<file path="config.mk">
export PLATFORM = sky130hd
export DESIGN_NAME = dummy_accelerator_lat_cu
export DESIGN_NICKNAME = d
export VERILOG_FILES = /design/src/rtl/dummy_accelerator_lat_cu.sv
export SDC_FILE = /design/constraint.sdc
export NUM_CORES = 1
export LEC_CHECK = 0
export ABC_AREA = 1
export BUFFER_PORTS_ARGS = -buffer_cell sky130_fd_sc_hd__buf_2
export CORE_MARGIN = 3
export CORE_UTILIZATION = 35
export CTS_CLUSTER_SIZE = 30
export DETAILED_ROUTE_END_ITERATION = 12
export GPL_TIMING_DRIVEN = 1
export SLEW_MARGIN = 20
export SYNTH_ARGS = -nofsm -noshare
export SYNTH_HDL_FRONTEND = slang
export SYNTH_SLANG_ARGS = --single-unit
export TNS_END_PERCENT = 20
</file>
<file path="constraint.sdc">
create_clock -name clk_i -period 3.5 [get_ports clk_i]
set_input_delay 0.175 -clock clk_i [delete_from_list [all_inputs] [get_ports clk_i]]
set_output_delay 0.175 -clock clk_i [all_outputs]
set_load 0.01 [all_outputs]
</file>
<file path="src/rtl/dummy_accelerator_lat_cu.sv">
// dummy_accelerator_lat_cu: in-order latency control unit with DEPTH in-flight slots
//   clk_i, rst_ni         clock, asynchronous active-low reset
//   flush_i               synchronous drop of every in-flight operation
//   valid_i/ready_o       upstream issue handshake; lat_i and data_i describe the operation
//   valid_o/ready_i       downstream result handshake; data_o carries the result
//   count_o, busy_o       occupied slots and "any slot occupied"
module dummy_accelerator_lat_cu #(
   parameter int DATA_W = 32,
   parameter int DEPTH  = 4,
   parameter int LAT_W  = 4
) (
   input  logic                       clk_i,
   input  logic                       rst_ni,
   input  logic                       flush_i,
   input  logic [LAT_W-1:0]           lat_i,
   input  logic [DATA_W-1:0]          data_i,
   input  logic                       valid_i,
   output logic                       ready_o,
   output logic [DATA_W-1:0]          data_o,
   output logic                       valid_o,
   input  logic                       ready_i,
   output logic [$clog2(DEPTH+1)-1:0] count_o,
   output logic                       busy_o
);
   localparam int PW = $clog2(DEPTH);
   localparam int CW = $clog2(DEPTH+1);
   logic [DATA_W-1:0] r_data [DEPTH];
   logic [LAT_W-1:0]  r_rem  [DEPTH];
   logic [PW-1:0]     r_wr_ptr, r_rd_ptr;
   logic [CW-1:0]     r_count;
   logic w_empty, w_full, w_lat0, w_bypass, w_head_valid, w_push, w_pop;
   always_comb begin
      w_empty      = r_count == '0;
      w_full       = r_count == CW'(DEPTH);
      w_lat0       = lat_i == '0;
      // zero-latency op into an empty buffer goes straight through without a slot
      w_bypass     = w_empty && w_lat0 && valid_i && !flush_i;
      w_head_valid = !w_empty && r_rem[r_rd_ptr] == '0;
      ready_o      = !flush_i && !w_full && (w_empty && w_lat0 ? ready_i : 1'b1);
      valid_o      = !flush_i && (w_head_valid || w_bypass);
      data_o       = w_bypass ? data_i : r_data[r_rd_ptr];
      w_push       = valid_i && ready_o && !(w_empty && w_lat0);
      w_pop        = !flush_i && w_head_valid && ready_i;
   end
   assign count_o = r_count;
   assign busy_o  = !w_empty;
   // free slots keep counting down too; their value is overwritten on the next write
   always_ff @(posedge clk_i or negedge rst_ni) begin
      if (!rst_ni) begin
         r_wr_ptr <= '0;
         r_rd_ptr <= '0;
         r_count  <= '0;
         for (int i = 0; i < DEPTH; i++) begin
            r_data[i] <= '0;
            r_rem[i]  <= '0;
         end
      end else begin
         if (flush_i) begin
            r_wr_ptr <= '0;
            r_rd_ptr <= '0;
            r_count  <= '0;
         end else begin
            if (w_push) r_wr_ptr <= r_wr_ptr + 1'b1;
            if (w_pop) r_rd_ptr <= r_rd_ptr + 1'b1;
            r_count <= r_count + CW'(w_push) - CW'(w_pop);
         end
         for (int i = 0; i < DEPTH; i++) begin
            if (w_push && r_wr_ptr == PW'(i)) begin
               r_data[i] <= data_i;
               r_rem[i]  <= w_lat0 ? '0 : lat_i - 1'b1;
            end else if (r_rem[i] != '0) begin
               r_rem[i] <= r_rem[i] - 1'b1;
            end
         end
      end
   end
endmodule

</file>
# Word level (Yosys, flattened, before mapping)
# Index checks and enable logic that the tools add are counted.
# totals
register_bits,151
out_inout_bits,38
# classes
magnitude_cmp,1
bitwise,1
n_mux,22
eq_ne,4
reduce_logical,34
addsub,9
# ops
operator,n
$mux 32,3
$bmux 32 s2,1
$mux 4,11
$sub 4x1->4 const B,5
$reduce_bool 4->1,4
$logic_and 1x1->1,15
$reduce_bool 2->1,6
$bmux 4 s2,1
$logic_not 4->1,2
$mux 2,4
$add 2x1->2 const B,2
$eq 2x2->1 const B,2
$logic_not 1->1,4
$add 3x1->3,1
$eq 3x3->1 const B,1
$ge 3x3->1 const B,1
$logic_not 3->1,1
$mux 3,1
$not 2->3,1
$sub 3x1->3,1
$eq 2x1->1 const B,1
$logic_not 2->1,1
$logic_or 1x1->1,1
$mux 1,1

# Logic depth before layout (Yosys ltp)
# Gate-level depths: netlist of run 1.
# depth
ltp_word,10
depth_mapped,14

# Least setup slack after synthesis of run 1
# Ideal clock, no wire load.
# synth_timing
path_type,flip-flop to flip-flop
from,register r_count[1] (netlist: count_o[1])
to,register r_count[2] (netlist: count_o[2])
required_time_ns,3.382
path_buffers,0
stages_incl_launch_ff,13
slack_ns,1.307
arrival_ns,2.075
synth_period_minus_slack_ns,2.193
setup_time_ns,0.118
path_cell_list,dfrtp_1 nor2_1 nand2_2 nor2_4 nor2_8 nand2_1 ha_1 inv_1 ha_1 inv_1 fa_1 xor2_1 nor2_1
# synth_rtl
element,line_no,rtl
from (decl),30,logic [CW-1:0] r_count;
from (signal assigned),65,r_count <= r_count + CW'(w_push) - CW'(w_pop);
$logic_not 3->1,33,w_empty = r_count == '0;
$logic_not 1->1,n/a,
net busy_o,23,output logic busy_o
$logic_and 1x1->1,38,w_head_valid = !w_empty && r_rem[r_rd_ptr] == '0;
$logic_and 1x1->1 (2 in a row),43,w_pop = !flush_i && w_head_valid && ready_i;
$sub 3x1->3,65,
$mux 3,58,if (flush_i) begin
# The timed path passes the listed nets, and every way through them passes these cells.
# A chain may end at the register's enable or synchronous reset.

# Worst setup path in the final report of run 1
# layout_timing
from,register r_count[1] (netlist: count_o[1])
to,register r_rem[10] in the netlist's numbering
# layout_between
elab_chain_cells,8
# layout_lines
element,line_no,rtl
$eq 3x3->1 / $logic_not 3->1 (equally long branches),"34, 33",
$logic_not 1->1 / $logic_and 1x1->1 (equally long branches),"39, 42",
$logic_and 1x1->1 / $mux 1 (equally long branches),39,ready_o = !flush_i && !w_full && (w_empty && w_lat0 ? ready_i : 1'b1);
$logic_and 1x1->1,39,
$logic_and 1x1->1,42,w_push = valid_i && ready_o && !(w_empty && w_lat0);
$logic_and 1x1->1 (*),42,
$logic_and 1x1->1 (*),68,if (w_push && r_wr_ptr == PW'(i)) begin
$mux 4 / $reduce_bool 2->1 (equally long branches),n/a,
"to (signal, indexed assignment)",70,r_rem[i] <= w_lat0 ? '0 : lat_i - 1'b1;
"to (signal, indexed assignment)",72,r_rem[i] <= r_rem[i] - 1'b1;
to (decl),28,logic [LAT_W-1:0] r_rem [DEPTH];
# Every way passes the cells marked *; elsewhere a longest branch is shown, timed or not.

==> results.md, run 1 <==
- In this run switching power makes up 33.2% of total power.
- During placement, the flow inserted port buffers numbering 78.
- The share of synthesized area occupied by flip-flops and latches is 50.8%.
- The area after detailed placement is 8000 sq um.
- The filler cells instantiated in the layout total 2070.
- In this run the critical register-to-register path is launched from count_o[1].
- Following the worst setup path forward leads to its endpoint at r_rem[10].
- For this design the total switching power over the nets is 2.19 mW.
- The number of nets in the synthesized netlist is 978.
- Setup violations remaining at the end of the flow were counted as 0.
- The most used flip-flop cell after synthesis is sky130_fd_sc_hd__dfrtp_1.
- The number of clock buffers added by TritonCTS is 17.
- The synthesized design contains 151 register bits.
- Data arrives at the worst endpoint at 2.92 ns.
- The dominant combinational cell family by area after synthesis is simple AND/OR/NAND/NOR gates.
- The leakage power of the design is 4.59 nW.
- The total track usage is 18.1%.
- Clock latency on the worst-skew pair, taken at its later pin, is 0.42 ns.
- The number of antenna violations at the first check in global routing is 0.
- After synthesis, the most frequently instantiated cells are sky130_fd_sc_hd__nand2_1, sky130_fd_sc_hd__dfrtp_1, sky130_fd_sc_hd__a22oi_1, sky130_fd_sc_hd__nor2_1, sky130_fd_sc_hd__inv_1.
- The most critical setup path has its startpoint at count_o[1].
- IR analysis of the VDD net gives a maximum drop of 0.402 mV.
- The ratio of cells with drive above 1 in the final layout is 14.2%.
- The critical path data required time is 3.82 ns.
- The sum of negative setup slack is 0 ns.
- The worst setup path category is reg -> reg.
- Of the total synthesized cell area, the portion taken by full adders, half adders and majority gates is 2.63%.
- The worst setup path is captured at a register.
- The xor and xnor fraction of the mapped netlist area is 1.18%.
- Setup slack on the worst reg-to-reg path comes out at 0.91 ns.
- The number of buffers on the longest clock path is 2.
- The worst path uses 74.1% of the clock period.
- The number of cells on the worst reg-to-reg path is 7.
- The worst hold path startpoint is data_i[4].
- Sorting the synthesized cells by area gives the leading types as sky130_fd_sc_hd__dfrtp_1, sky130_fd_sc_hd__nand2_1, sky130_fd_sc_hd__a22oi_1.
- The total overflow left after global routing is 0.
- The area of the mapped netlist is 7430 sq um.
- The run finished with clean final reports.
- The clock transition at the registers of the reported paths is 0.06 ns.
- The detail-routed net length per standard cell is 15.8 um.
- The cell depth of the worst hold path is 3.
- After synthesis, the largest area contributor takes up 50.8% of total cell area.
- The worst slew margin relative to its limit is 46.5%.
- Hold is met by 0.0132 ns.
- In the synthesized netlist, the number of instances is 922.
- The count of final max-slew check failures is 0.
- In this run, the combinational gates consume 27.4% of the power.
- The global placer's final weighted congestion is 0.778.
- After Yosys synthesis, and, or, nand and nor cells account for 28.6% of the synthesized area.
- During synthesis, Yosys emitted a total of 0 warnings.
- The clock tree synthesis step divided the H-tree into 4 levels.
- The floorplan has 52 rows.
- Compared with the post-synthesis result, the final layout area differs by 16.6%.
- STA classifies the critical path startpoint as a register.
- The routed design could run at a clock period as short as 2.59 ns.
- The number of flops mapped to enable cells by yosys is 0.
- The worst register-to-register path ends at r_rem[10].
- The post-detailed-placement half-perimeter wirelength is 11700 um.
- Setup repair after global routing left no endpoint under its margin.
- The number of library cell types mapped by synthesis is 29.
- The cell area after layout is 8670 sq um.
- The per-cell via count in the routed design is 4.94.
- The pin count of the biggest net entering global routing is 85.
- TritonCTS built the clock tree.
- For this block, the initial DRC count from the detailed router was 454.
- The average cell area after synthesis is 8.06 sq um.
- Clock tree synthesis found a total of 151 sinks.
- The die covers 23000 sq um.
- The first global-routing pass estimated 32100 um of wire.
- The number of detailed-route iterations in the first pass is 5.
- The multiplexer area fraction after synthesis is 0%.
- The clock network accounts for 28.9% of the total power.
- The number of max-cap violations is 0.
- Power comes to 6.59 mW.
- Among all cell types in the netlist, the one instantiated most often is sky130_fd_sc_hd__nand2_1.
- The power density over the cells is 761 nW/um^2.
- For this run, the post-layout net count is 1045.
- Between clock sinks in the finished design, the worst skew comes to 0.00722 ns.
- Along the worst path, the maximum fanout reaches 34.
- The floorplan step set the die width to 152 um.
- The cell internal power dissipation is 4.40 mW.
- The count of final hold-check violations is 0.
- The share of the synthesized area in compound gates (AO/OA/AOI/OAI) is 10.8%.
- The post-route DRC violation count is 0.
- 79 I/O pins were placed.
- Sequential cells burn 43.6% of the power.
- The count of nets left with antenna violations once routing finished came out at 0.
- The starting density of the core is 36.2%.
- The type of the tightest min-delay check is in -> reg.
- The total via count after detailed routing is 6283.
- The core region is 20600 sq um.
- The cell at the root of the clock tree is sky130_fd_sc_hd__clkbuf_16.
- The post-synthesis cell type with the largest combined area is sky130_fd_sc_hd__dfrtp_1.
- The timing-limited maximum frequency is 0.386 GHz.
- 0 antenna diodes ended up in the layout.
- At the pin with the least slew margin, the transition time is 0.801 ns.
- The number of global-route vias before repair was 5901.
- The share of synthesized registers carrying an async set or reset is 100%.
- The overall die height is 152 um.
- Summed over all layers, the routed wires come to 20100 um.
-- cells in the final DEF (no fill, tap or decap), types with 2 or more instances in the layout --
master	n
sky130_fd_sc_hd__nand3_1	13
sky130_fd_sc_hd__clkinv_4	3
sky130_fd_sc_hd__clkinvlp_4	5
sky130_fd_sc_hd__or2_2	4
sky130_fd_sc_hd__inv_2	4
sky130_fd_sc_hd__nor3_1	4
sky130_fd_sc_hd__buf_4	11
sky130_fd_sc_hd__xnor2_1	5
sky130_fd_sc_hd__xor2_1	5
sky130_fd_sc_hd__bufinv_16	3
sky130_fd_sc_hd__nand4_1	5
sky130_fd_sc_hd__ha_1	14
sky130_fd_sc_hd__a22oi_1	64
sky130_fd_sc_hd__clkbuf_16	17
sky130_fd_sc_hd__a21oi_1	2
sky130_fd_sc_hd__o21ai_0	14
sky130_fd_sc_hd__inv_1	39
sky130_fd_sc_hd__a31oi_1	32
sky130_fd_sc_hd__nand2_1	438
sky130_fd_sc_hd__a21boi_0	3
sky130_fd_sc_hd__nor2_1	61
sky130_fd_sc_hd__nor2_2	3
sky130_fd_sc_hd__buf_2	77
sky130_fd_sc_hd__nand3_2	5
sky130_fd_sc_hd__inv_6	2
sky130_fd_sc_hd__dlygate4sd3_1	6
sky130_fd_sc_hd__nor2_4	2
sky130_fd_sc_hd__dfrtp_1	151
-- how the worst min path moves through the flow --
stage          slack (ns)     endpoint
2_1_floorplan       -0.12   count_o[0]
3_3_place_gp         0.30   r_data[57]
3_5_place_dp         0.29   r_data[57]
4_1_cts            0.0003   r_data[99]
5_1_grt              0.02  r_data[104]
6_report             0.01   r_data[36]
-- sequential cells by signal, summed over array words and instances, names as in the netlist --
name	flops
count_o	3
r_rd_ptr	2
r_rem	16
r_data	128
r_wr_ptr	2
-- power groups by stage --
stage | Clock (mW) | Sequential (mW) | Combinational, mW
floorplan | 0 | 2.79 | 1.35
global placement | 0 | 2.88 | 1.77
detailed placement | 0 | 2.88 | 1.82
CTS | 1.95 | 2.86 | 1.83
global route | 2.02 | 2.96 | 2.11
finish | 1.91 | 2.88 | 1.81
-- metrics by stage --
| stage | util (%) | setup WS, ns | std cells |
|---|---|---|---|
| 3_3_place_gp | 38.9 | 0.963 | 1234 |
| 3_5_place_dp | 38.9 | 0.866 | 1234 |
| 6_report | 42.2 | 0.907 | 1272 |
| 2_1_floorplan | - | 1.31 | 922 |
| 5_1_grt | 42.2 | 0.646 | 1272 |
| 4_1_cts | 42.2 | 0.865 | 1272 |
-- area by class of cell --
type,count,area (sq um),area share [%]
Sequential cell,151,3780,43.6
Multi-Input combinational cell,679,3210,37.1
Clock buffer,19,443,5.11
Clock inverter,13,171,1.98
Timing Repair Buffer,96,559,6.45
Tap cell,270,338,3.90
Inverter,44,165,1.91
-- cell families after synthesis --
family          count (synthesis)
fa+ha+maj                      15
flops                         151
simple gates                  537
compound gates                117
xor+xnor                       10
buf+inv                        92
-- critical path, cell delays in order (launching register included) --
cell and delay, ns:
sky130_fd_sc_hd__dfrtp_1 0.45, sky130_fd_sc_hd__nor2_1 0.08, sky130_fd_sc_hd__a21oi_2 0.46, sky130_fd_sc_hd__nand3_2 0.51, sky130_fd_sc_hd__inv_2 0.75, sky130_fd_sc_hd__nand2_1 0.10
sky130_fd_sc_hd__nand2_1 0.09, sky130_fd_sc_hd__inv_1 0.04
-- per-layer routing --
| layer | track usage, % | vias up | part of all wire, % |
|---|---|---|---|
| li1 | - | 3096 | - |
| met4 | 5.35 | 0 | 1.3 |
| met5 | 0 | - | 0 |
| met1 | 25.2 | 2979 | 46 |
| met2 | 29.0 | 187 | 47 |
| met3 | 3.09 | 21 | 6.1 |
-- timing repair --
action,4_1_cts,5_1_grt
hold buffers,6,0
endpoints found under the hold margin,95,0
buffers inserted,0,0
resized for setup,0,0
Note: power is estimated with default switching activity, not from simulation.
==> run 2, diff against run 1 <==
==> constraint.sdc (replaced) <==
create_clock -name clk_i -period 2.3 [get_ports clk_i]
set_input_delay 0.115 -clock clk_i [delete_from_list [all_inputs] [get_ports clk_i]]
set_output_delay 0.115 -clock clk_i [all_outputs]
set_load 0.01 [all_outputs]
==> run 2 against run 1 <==
First-iteration DRC count fell by 20%. Largest power group unchanged. Sequential cell count did not move. Sequential share of layout area down 1.6 points. Largest cell class unchanged. Critical path type unchanged. Via count grew 1.8%. Cell count rose by 2.6%. Clock power is 30% higher.
==> results.md, run 2 (synthesis gave the netlist of run 1 again) <==
- The full die area is 23000 sq um (unchanged).
- Status: finished clean (unchanged).
- The critical path data required time is 2.61 ns (was 3.82 ns).
- The combinational fraction of design power was 29.4% (was 27.4%).
- The wire length of the first global-routing pass is 32600 um (was 32100 um).
- The count of placed standard cells including taps is 1240 (was 1234).
- The count of routing violations after the opening detailed-route iteration is 361 (was 454).
- The clock transition at the registers of the reported paths was 0.06 ns (about the same).
- The leakage power of the design came to 4.74 nW (was 4.59 nW).
- The post-route DRC violation count is 0 (unchanged).
- The worst slew margin relative to its limit is 48.1% (was 46.5%).
- The total of endpoints with negative setup slack in the final report was 0 (unchanged).
- The ratio of final minimum period to clock period is 95.4% (was 74.1%).
- The cell internal power dissipation is 6.50 mW (was 4.40 mW).
- The overall die height is 152 um (unchanged).
- The post-detailed-placement half-perimeter wirelength is 11900 um (was 11700 um).
- The area overhead of the layout relative to synthesis came to 21.1% (was 16.6%).
- The final worst hold slack is 0.174 ns (was 0.0132 ns).
- The final net count came to 1082 (was 1045).
- The type of the tightest min-delay check was in -> reg (unchanged).
- The power density over the cells is 1080 nW/um^2 (was 761 nW/um^2).
- The count of antenna diodes in the layout is 0 (unchanged).
- The final worst clock skew is 0.00735 ns (was 0.00722 ns).
- The number of levels in the clock H-tree is 4 (unchanged).
- The number of standard cells in the final layout excluding fillers is 1305 (was 1272).
- The number of antenna violations at the first check in global routing is 0 (unchanged).
- The delay of the slowest cell on the worst path is 0.40 ns (was 0.75 ns).
- The most common cell after layout, fill and taps aside is sky130_fd_sc_hd__nand2_1 (unchanged).
- The later-pin clock latency in the skew report came to 0.41 ns (was 0.42 ns).
- The data arrival time at the worst-slack endpoint is 2.50 ns (was 2.92 ns).
- The ratio of cells with drive above 1 in the final layout was 14.7% (was 14.2%).
- The overall routed net length is 20200 um (was 20100 um).
- The number of detailed-route iterations in the first pass is 5 (unchanged).
- The detail-routed net length per standard cell is 15.5 um (was 15.8 um).
- The number of clock sinks is 151 (unchanged).
- The number of placed I/O pins is 79 (unchanged).
- The time the final worst path needs with I/O delays and setup is 2.19 ns (was 2.59 ns).
- The total congestion overflow after global routing came to 0 (unchanged).
- The switching share of power is 33.2% (about the same).
- The number of global-route vias before repair was 6148 (was 5901).
- The global placer's final weighted congestion was 0.817 (was 0.778).
- The total via count after detailed routing is 6393 (was 6283).
- The maximum fanout along the worst path is 3 (was 34).
- The TritonCTS clock tree is done (unchanged).
- The timing-limited maximum frequency is 0.456 GHz (was 0.386 GHz).
- The net switching power is 3.23 mW (was 2.19 mW).
- The number of max-cap violations is 0 (unchanged).
- The number of placement rows came to 52 (unchanged).
- The chip width is 152 um (unchanged).
- The count of final max-slew check failures is 0 (unchanged).
- The sequential power share was 45.0% (was 43.6%).
- The per-cell via count in the routed design is 4.90 (was 4.94).
- The pin count of the biggest net entering global routing is 66 (was 85).
- The sort of element at the end of the critical path is a register (unchanged).
- RSZ-0062 raised after global routing: yes (was no).
- The cell at the root of the clock tree is sky130_fd_sc_hd__clkbuf_16 (unchanged).
- Commonest cells after routing, fill and taps aside: sky130_fd_sc_hd__nand2_1, sky130_fd_sc_hd__dfrtp_1, sky130_fd_sc_hd__buf_2 (unchanged).
- The flip-flop and latch area is 3780 sq um (about the same).
- The flip-flop count of the largest register after layout is 128 (unchanged).
- The total track usage is 18.2% (was 18.1%).
- The number of fill cells in the layout is 2083 (was 2070).
- The worst setup path category is reg -> reg (unchanged).
- The pin slew with the least headroom to its limit was 0.777 ns (was 0.801 ns).
- The count of buffers inserted at the top-level ports is 78 (unchanged).
- The number of buffers on the longest clock path is 2 (unchanged).
- The peak ir drop on the vdd network is 0.703 mV (was 0.402 mV).
- The top register by number of flip-flops is r_data (unchanged).
- The highest-delay cell along the critical path was sky130_fd_sc_hd__dfrtp_1 (was sky130_fd_sc_hd__inv_2).
- The area of the core was 20600 sq um (unchanged).
- The count of antenna-violating nets left after detailed routing is 0 (unchanged).
- The clock group share of total power is 25.6% (was 28.9%).
- The CTS buffer count was 17 (unchanged).
- The starting density of the core is 36.2% (unchanged).
- Crit-path cells: nor2_2 > nand2_1 > nand2_1 > nand2_1 > nor2_1 > nand3_1 > inv_1 > ha_1 > inv_1 > ha_1 > inv_1 > fa_1 > xor2_1 > nor2_1 (was nor2_1 > a21oi_2 > nand3_2 > inv_2 > nand2_1 > nand2_1 > inv_1).
- The count of final hold-check violations is 0 (unchanged).
- The kind of start point of the critical path is a register (unchanged).
- The total area of multi-input combinational cells is 3250 sq um (was 3210 sq um).
==> run 2: cell types whose count changed in the layout (fill, tap and decap cells not counted), sizes merged <==
cell,before,now
dlygate4sd3,6,35
buf,90,98
clkbuf,19,24
clkinvlp,5,1
bufinv,3,0
inv,45,43
==> run 2: path summary, 6_finish.rpt <==
kind | start | endpoint | slack, ns | depth (start not counted)
min | lat_i[0] | r_rem[8] | 0.17 | 4
min reg2reg | r_data[35] | r_data[35] | 0.48 | 2
min in group asynchronous | rst_ni | r_data[60] | 0.21 | 2
max in group asynchronous | rst_ni | r_data[67] | 1.39 | 3
max | r_rem[6] | count_o[2] | 0.11 | 14
max reg2reg | r_rem[6] | count_o[2] | 0.11 | 14
==> run 2: worst max-delay path: cells and delay by family, from the launching register on <==
kind	cells	cell delay, ns
adder cells (fa/ha/maj)	3	0.73
flip-flops	1	0.40
XOR/XNOR	1	0.16
AND/OR/NAND/NOR	7	0.62
buffers and inverters	3	0.19
==> run 2: timing repair <==
item	in CTS	in global routing
setup endpoints to repair	0	6
hold endpoints to repair	179	0
buffers inserted	0	2
gates resized for setup	0	10
hold buffers	35	0
==> run 2: layer usage <==
metal / track usage, % / part of all wire, % / wire length [um]
met4: 4.72 / 0.74 / 150
met3: 3.54 / 5.1 / 1040
met2: 29.5 / 47 / 9450
met1: 25.2 / 47 / 9540
met5: 0 / 0 / 0
==> run 2: cell type report <==
cell class,count,area share (%)
timing repair buffer,133,10.6
sequential,151,42.0
inverter,44,1.84
tap,270,3.75
multi-input combinational,679,36.1
clock inverter,4,0.250
clock buffer,24,5.46
==> run 2: power by group through the flow <==
stage | logic (mW) | registers [mW] | clock network, mW
global placement | 2.75 | 4.36 | 0
floorplan | 2.05 | 4.25 | 0
finish | 2.86 | 4.38 | 2.49
CTS | 2.87 | 4.35 | 2.54
global route | 3.34 | 4.50 | 2.67
detailed placement | 2.80 | 4.38 | 0
==> run 2: per-stage QoR <==
step / setup TNS, ns / power [mW] / instance area, sq um / setup WS (ns) / util, %
5_1_grt: -0.0800 / 10.5 / 9000 / -0.0800 / 43.8
6_report: 0 / 9.73 / 9000 / 0.107 / 43.8
4_1_cts: 0 / 9.76 / 8940 / 0.00907 / 43.5
2_1_floorplan: 0 / 6.30 / 7430 / 0.107 / -
3_3_place_gp: 0 / 7.12 / 8080 / 0.0919 / 39.3
3_5_place_dp: 0 / 7.18 / 8080 / 0.0656 / 39.3
==> run 3, diff against run 2 <==
--- a/config.mk
+++ b/config.mk
@@ -6,10 +6,10 @@
 export NUM_CORES = 1
 export LEC_CHECK = 0
 export ABC_AREA = 1
-export BUFFER_PORTS_ARGS = -buffer_cell sky130_fd_sc_hd__buf_2
+export BUFFER_PORTS_ARGS = -buffer_cell sky130_fd_sc_hd__clkbuf_2
 export CORE_MARGIN = 3
 export CORE_UTILIZATION = 35
-export CTS_CLUSTER_SIZE = 30
+export CTS_CLUSTER_SIZE = 8
 export DETAILED_ROUTE_END_ITERATION = 12
 export GPL_TIMING_DRIVEN = 1
 export SLEW_MARGIN = 20
==> run 3 against run 2 <==
Core utilization rose by 0.80 points. Die area unchanged. Fmax shrank 1.3%. Via count grew 0.52%. First-iteration DRC count up 57%. Cell area increased by 1.8%. Hold slack gained 0.026 ns. Sequential power barely moved. Wire length increased by 2.5%. Combinational power is 2% higher. Non-clock buffer count grew 1. Total power rose by 7.2%. Critical path type is now reg -> out.
==> results.md, run 3 (synthesis gave the netlist of run 1 again) <==
- The number of cells on the worst reg-to-reg path is 11 (was 14).
- The pin slew with the least headroom to its limit was 0.779 ns (was 0.777 ns).
- The count of buffers inserted at the top-level ports was 78 (unchanged).
- The detail-routed net length per standard cell came to 15.8 um (was 15.5 um).
- The most common cell after layout, fill and taps aside is sky130_fd_sc_hd__nand2_1 (unchanged).
- The pin count of the biggest net entering global routing is 66 (unchanged).
- The chip width was 152 um (unchanged).
- The final worst hold slack is 0.200 ns (was 0.174 ns).
- The global placer's final weighted congestion is 0.810 (was 0.817).
- The time the final worst path needs with I/O delays and setup is 2.22 ns (was 2.19 ns).
- The top register by number of flip-flops is r_data (unchanged).
- The area after detailed placement is 8080 sq um (unchanged).
- Crit-path cells: nor2_1 > nand2_2 > nor2_4 > nand3_2 > buf_12 > a31oi_1 > clkbuf_2 (was nor2_2 > nand2_1 > nand2_1 > nand2_1 > nor2_1 > nand3_1 > inv_1 > ha_1 > inv_1 > ha_1 > inv_1 > fa_1 > xor2_1 > nor2_1).
- The post-place setup slack is 0.0855 ns (was 0.0656 ns).
- The number of levels in the clock H-tree was 4 (unchanged).
- The wire length of the first global-routing pass is 33200 um (was 32600 um).
- The number of buffers and inverters on the critical path was 2 (was 3).
- The starting density of the core is 36.2% (unchanged).
- The total of endpoints with negative setup slack in the final report is 0 (unchanged).
- The overall die height came to 152 um (unchanged).
- The area overhead of the layout relative to synthesis is 23.3% (was 21.1%).
- The power density over the cells is 1140 nW/um^2 (was 1080 nW/um^2).
- The sum of negative setup slack is 0 ns (unchanged).
- The maximum fanout along the worst path is 65 (was 3).
- The number of antenna violations at the first check in global routing came to 0 (unchanged).
- The endpoint of the lowest-slack register-to-register path is count_o[1] (was count_o[2]).
- The number of placement rows is 52 (unchanged).
- The count of final hold-check violations came to 0 (unchanged).
- The ratio of cells with drive above 1 in the final layout is 16.0% (was 14.7%).
- The total stage count of the critical path is 7 (was 14).
- The final core utilization is 44.6% (was 43.8%).
- The highest layer used for signal routing was met4 (unchanged).
- The per-cell via count in the routed design was 4.91 (was 4.90).
- The total via count after detailed routing came to 6426 (was 6393).
- The highest-delay cell along the critical path is sky130_fd_sc_hd__dfrtp_2 (was sky130_fd_sc_hd__dfrtp_1).
- The number of global-route vias before repair is 6247 (was 6148).
- The number of standard cells in the final layout excluding fillers came to 1309 (was 1305).
- The launch point of the worst path is count_o[2] (was r_rem[6]).
- The worst slew margin relative to its limit is 48.0% (was 48.1%).
- The count of placed standard cells including taps is 1240 (unchanged).
- The clock transition at the registers of the reported paths came to 0.06 ns (about the same).
- The met3 wire length is 1080 um (was 1040 um).
- The area of the core came to 20600 sq um (unchanged).
- The post-route DRC violation count was 0 (unchanged).
- The CTS buffer count was 17 (unchanged).
- The overall routed net length was 20700 um (was 20200 um).
- The total track usage is 18.5% (was 18.2%).
- Commonest cells after routing, fill and taps aside: sky130_fd_sc_hd__nand2_1, sky130_fd_sc_hd__dfrtp_1, sky130_fd_sc_hd__clkbuf_2 (was sky130_fd_sc_hd__nand2_1, sky130_fd_sc_hd__dfrtp_1, sky130_fd_sc_hd__buf_2).
- The timing-limited maximum frequency is 0.450 GHz (was 0.456 GHz).
- The count of final max-slew check failures is 0 (unchanged).
- The cell internal power dissipation is 7.06 mW (was 6.50 mW).
- The routed length on met2 is 9730 um (was 9450 um).
- The final net count was 1083 (was 1082).
- The count of antenna-violating nets left after detailed routing is 0 (unchanged).
- The cell at the root of the clock tree is sky130_fd_sc_hd__clkbuf_16 (unchanged).
- The number of placed I/O pins is 79 (unchanged).
- The smallest setup slack after layout was 0.0780 ns (was 0.107 ns).
- The flip-flop count of the largest register after layout is 128 (unchanged).
- The delay of the slowest cell on the worst path is 0.44 ns (was 0.40 ns).
- The leakage power of the design is 4.80 nW (was 4.74 nW).
- The final worst clock skew is 0.00776 ns (was 0.00735 ns).
- The peak ir drop on the vdd network is 0.510 mV (was 0.703 mV).
- The worst setup path category is reg -> out (was reg -> reg).
- The type of the tightest min-delay check was in -> reg (unchanged).
- The register-to-register setup slack is 0.19 ns (was 0.11 ns).
- The startpoint of the lowest-slack register-to-register path is count_o[2] (was r_rem[6]).
- The number of buffers on the longest clock path came to 2 (unchanged).
- The cell area after layout was 9160 sq um (was 9000 sq um).
- The later-pin clock latency in the skew report came to 0.42 ns (was 0.41 ns).
- The critical path data required time is 2.18 ns (was 2.61 ns).
- The full die area came to 23000 sq um (unchanged).
- The number of detailed-route iterations in the first pass was 4 (was 5).
- The kind of start point of the critical path is a register (unchanged).
- The kind of cell with the highest combined delay on the critical path was simple AND/OR/NAND/NOR gates (was adder cells).
- The count of antenna diodes in the layout is 0 (unchanged).
- The number of clock sinks is 151 (unchanged).
- The wire length the detailed router placed on met1 was 9520 um (was 9540 um).
- The sequential power share is 41.9% (was 45.0%).
- The post-detailed-placement half-perimeter wirelength was 12100 um (was 11900 um).
- The net switching power is 3.38 mW (was 3.23 mW).
- The power consumption is 10.4 mW (was 9.73 mW).
- The ratio of final minimum period to clock period is 96.6% (was 95.4%).
- The total congestion overflow after global routing is 0 (unchanged).
- The switching share of power came to 32.3% (was 33.2%).
- The combinational fraction of design power is 27.9% (was 29.4%).
- The clock group share of total power was 30.2% (was 25.6%).
- The number of max-cap violations is 0 (unchanged).
- The TritonCTS clock tree is done (unchanged).
- The data arrival time at the worst-slack endpoint is 2.11 ns (was 2.50 ns).
- The timing endpoint of the critical path is data_o[18] (was count_o[2]).
- The count of routing violations after the opening detailed-route iteration is 566 (was 361).
- The number of fill cells in the layout was 2043 (was 2083).
- The sort of element at the end of the critical path is an output port (was register).
- Status: finished clean (unchanged).
- RSZ-0062 raised after global routing: no (was yes).
run 3: changes by cell type in the layout (fill, tap and decap cells not counted), sizes merged:
cell,before,now
buf,98,22
bufinv,0,6
clkbuf,24,94
clkinv,4,5
clkinvlp,1,3
inv,43,44
run 3: final cells by class:
cell class,count,area (sq um),share of cell area [%]
multi-input cells,679,3250,35.5
well taps,270,338,3.69
flip-flops and latches,151,3780,41.3
clock buffers,17,425,4.64
repair buffers,134,970,10.6
clock inverters,14,231,2.53
inverters,44,165,1.80
run 3: what timing repair did:
action,4_1_cts,5_1_grt
setup endpoints to repair,1,8
gates resized for setup,1,18
endpoints found under the hold margin,182,0
hold buffers,35,0
buffers inserted,0,3
pin swaps,0,3
run 3: power groups by stage:
stage | combinational (mW) | clock [mW] | sequential (mW)
finish | 2.91 | 3.15 | 4.38
global route | 3.34 | 3.32 | 4.50
CTS | 2.89 | 3.21 | 4.36
detailed placement | 2.80 | 0 | 4.38
global placement | 2.76 | 0 | 4.36
floorplan | 2.05 | 0 | 4.25
run 3: worst min-delay path by stage:
stage                        start    endpoint  slack (ns)  depth (start not counted)
after floorplan             rst_ni  count_o[0]       -0.18                          0
after global routing      lat_i[0]    r_rem[0]        0.23                          4
after detailed placement    rst_ni  r_data[94]        0.11                          1
after global placement      rst_ni  r_data[94]        0.11                          1
after CTS                 lat_i[0]    r_rem[8]        0.17                          4
final                     lat_i[0]    r_rem[8]        0.20                          4
run 3: routing by layer:
layer / global-route usage, % / up-vias
li1: - / 3167
met1: 25.3 / 3066
met2: 29.9 / 165
met3: 3.84 / 28
met4: 5.48 / 0
met5: 0 / -
run 3: worst reg2reg max path, delay by kind of cell, from the launching register on:
kind	cells	cell delay (ns)
adder cells (fa/ha/maj)	3	0.88
AND/OR/NAND/NOR	6	0.61
flip-flops	1	0.44
buffers and inverters	2	0.10
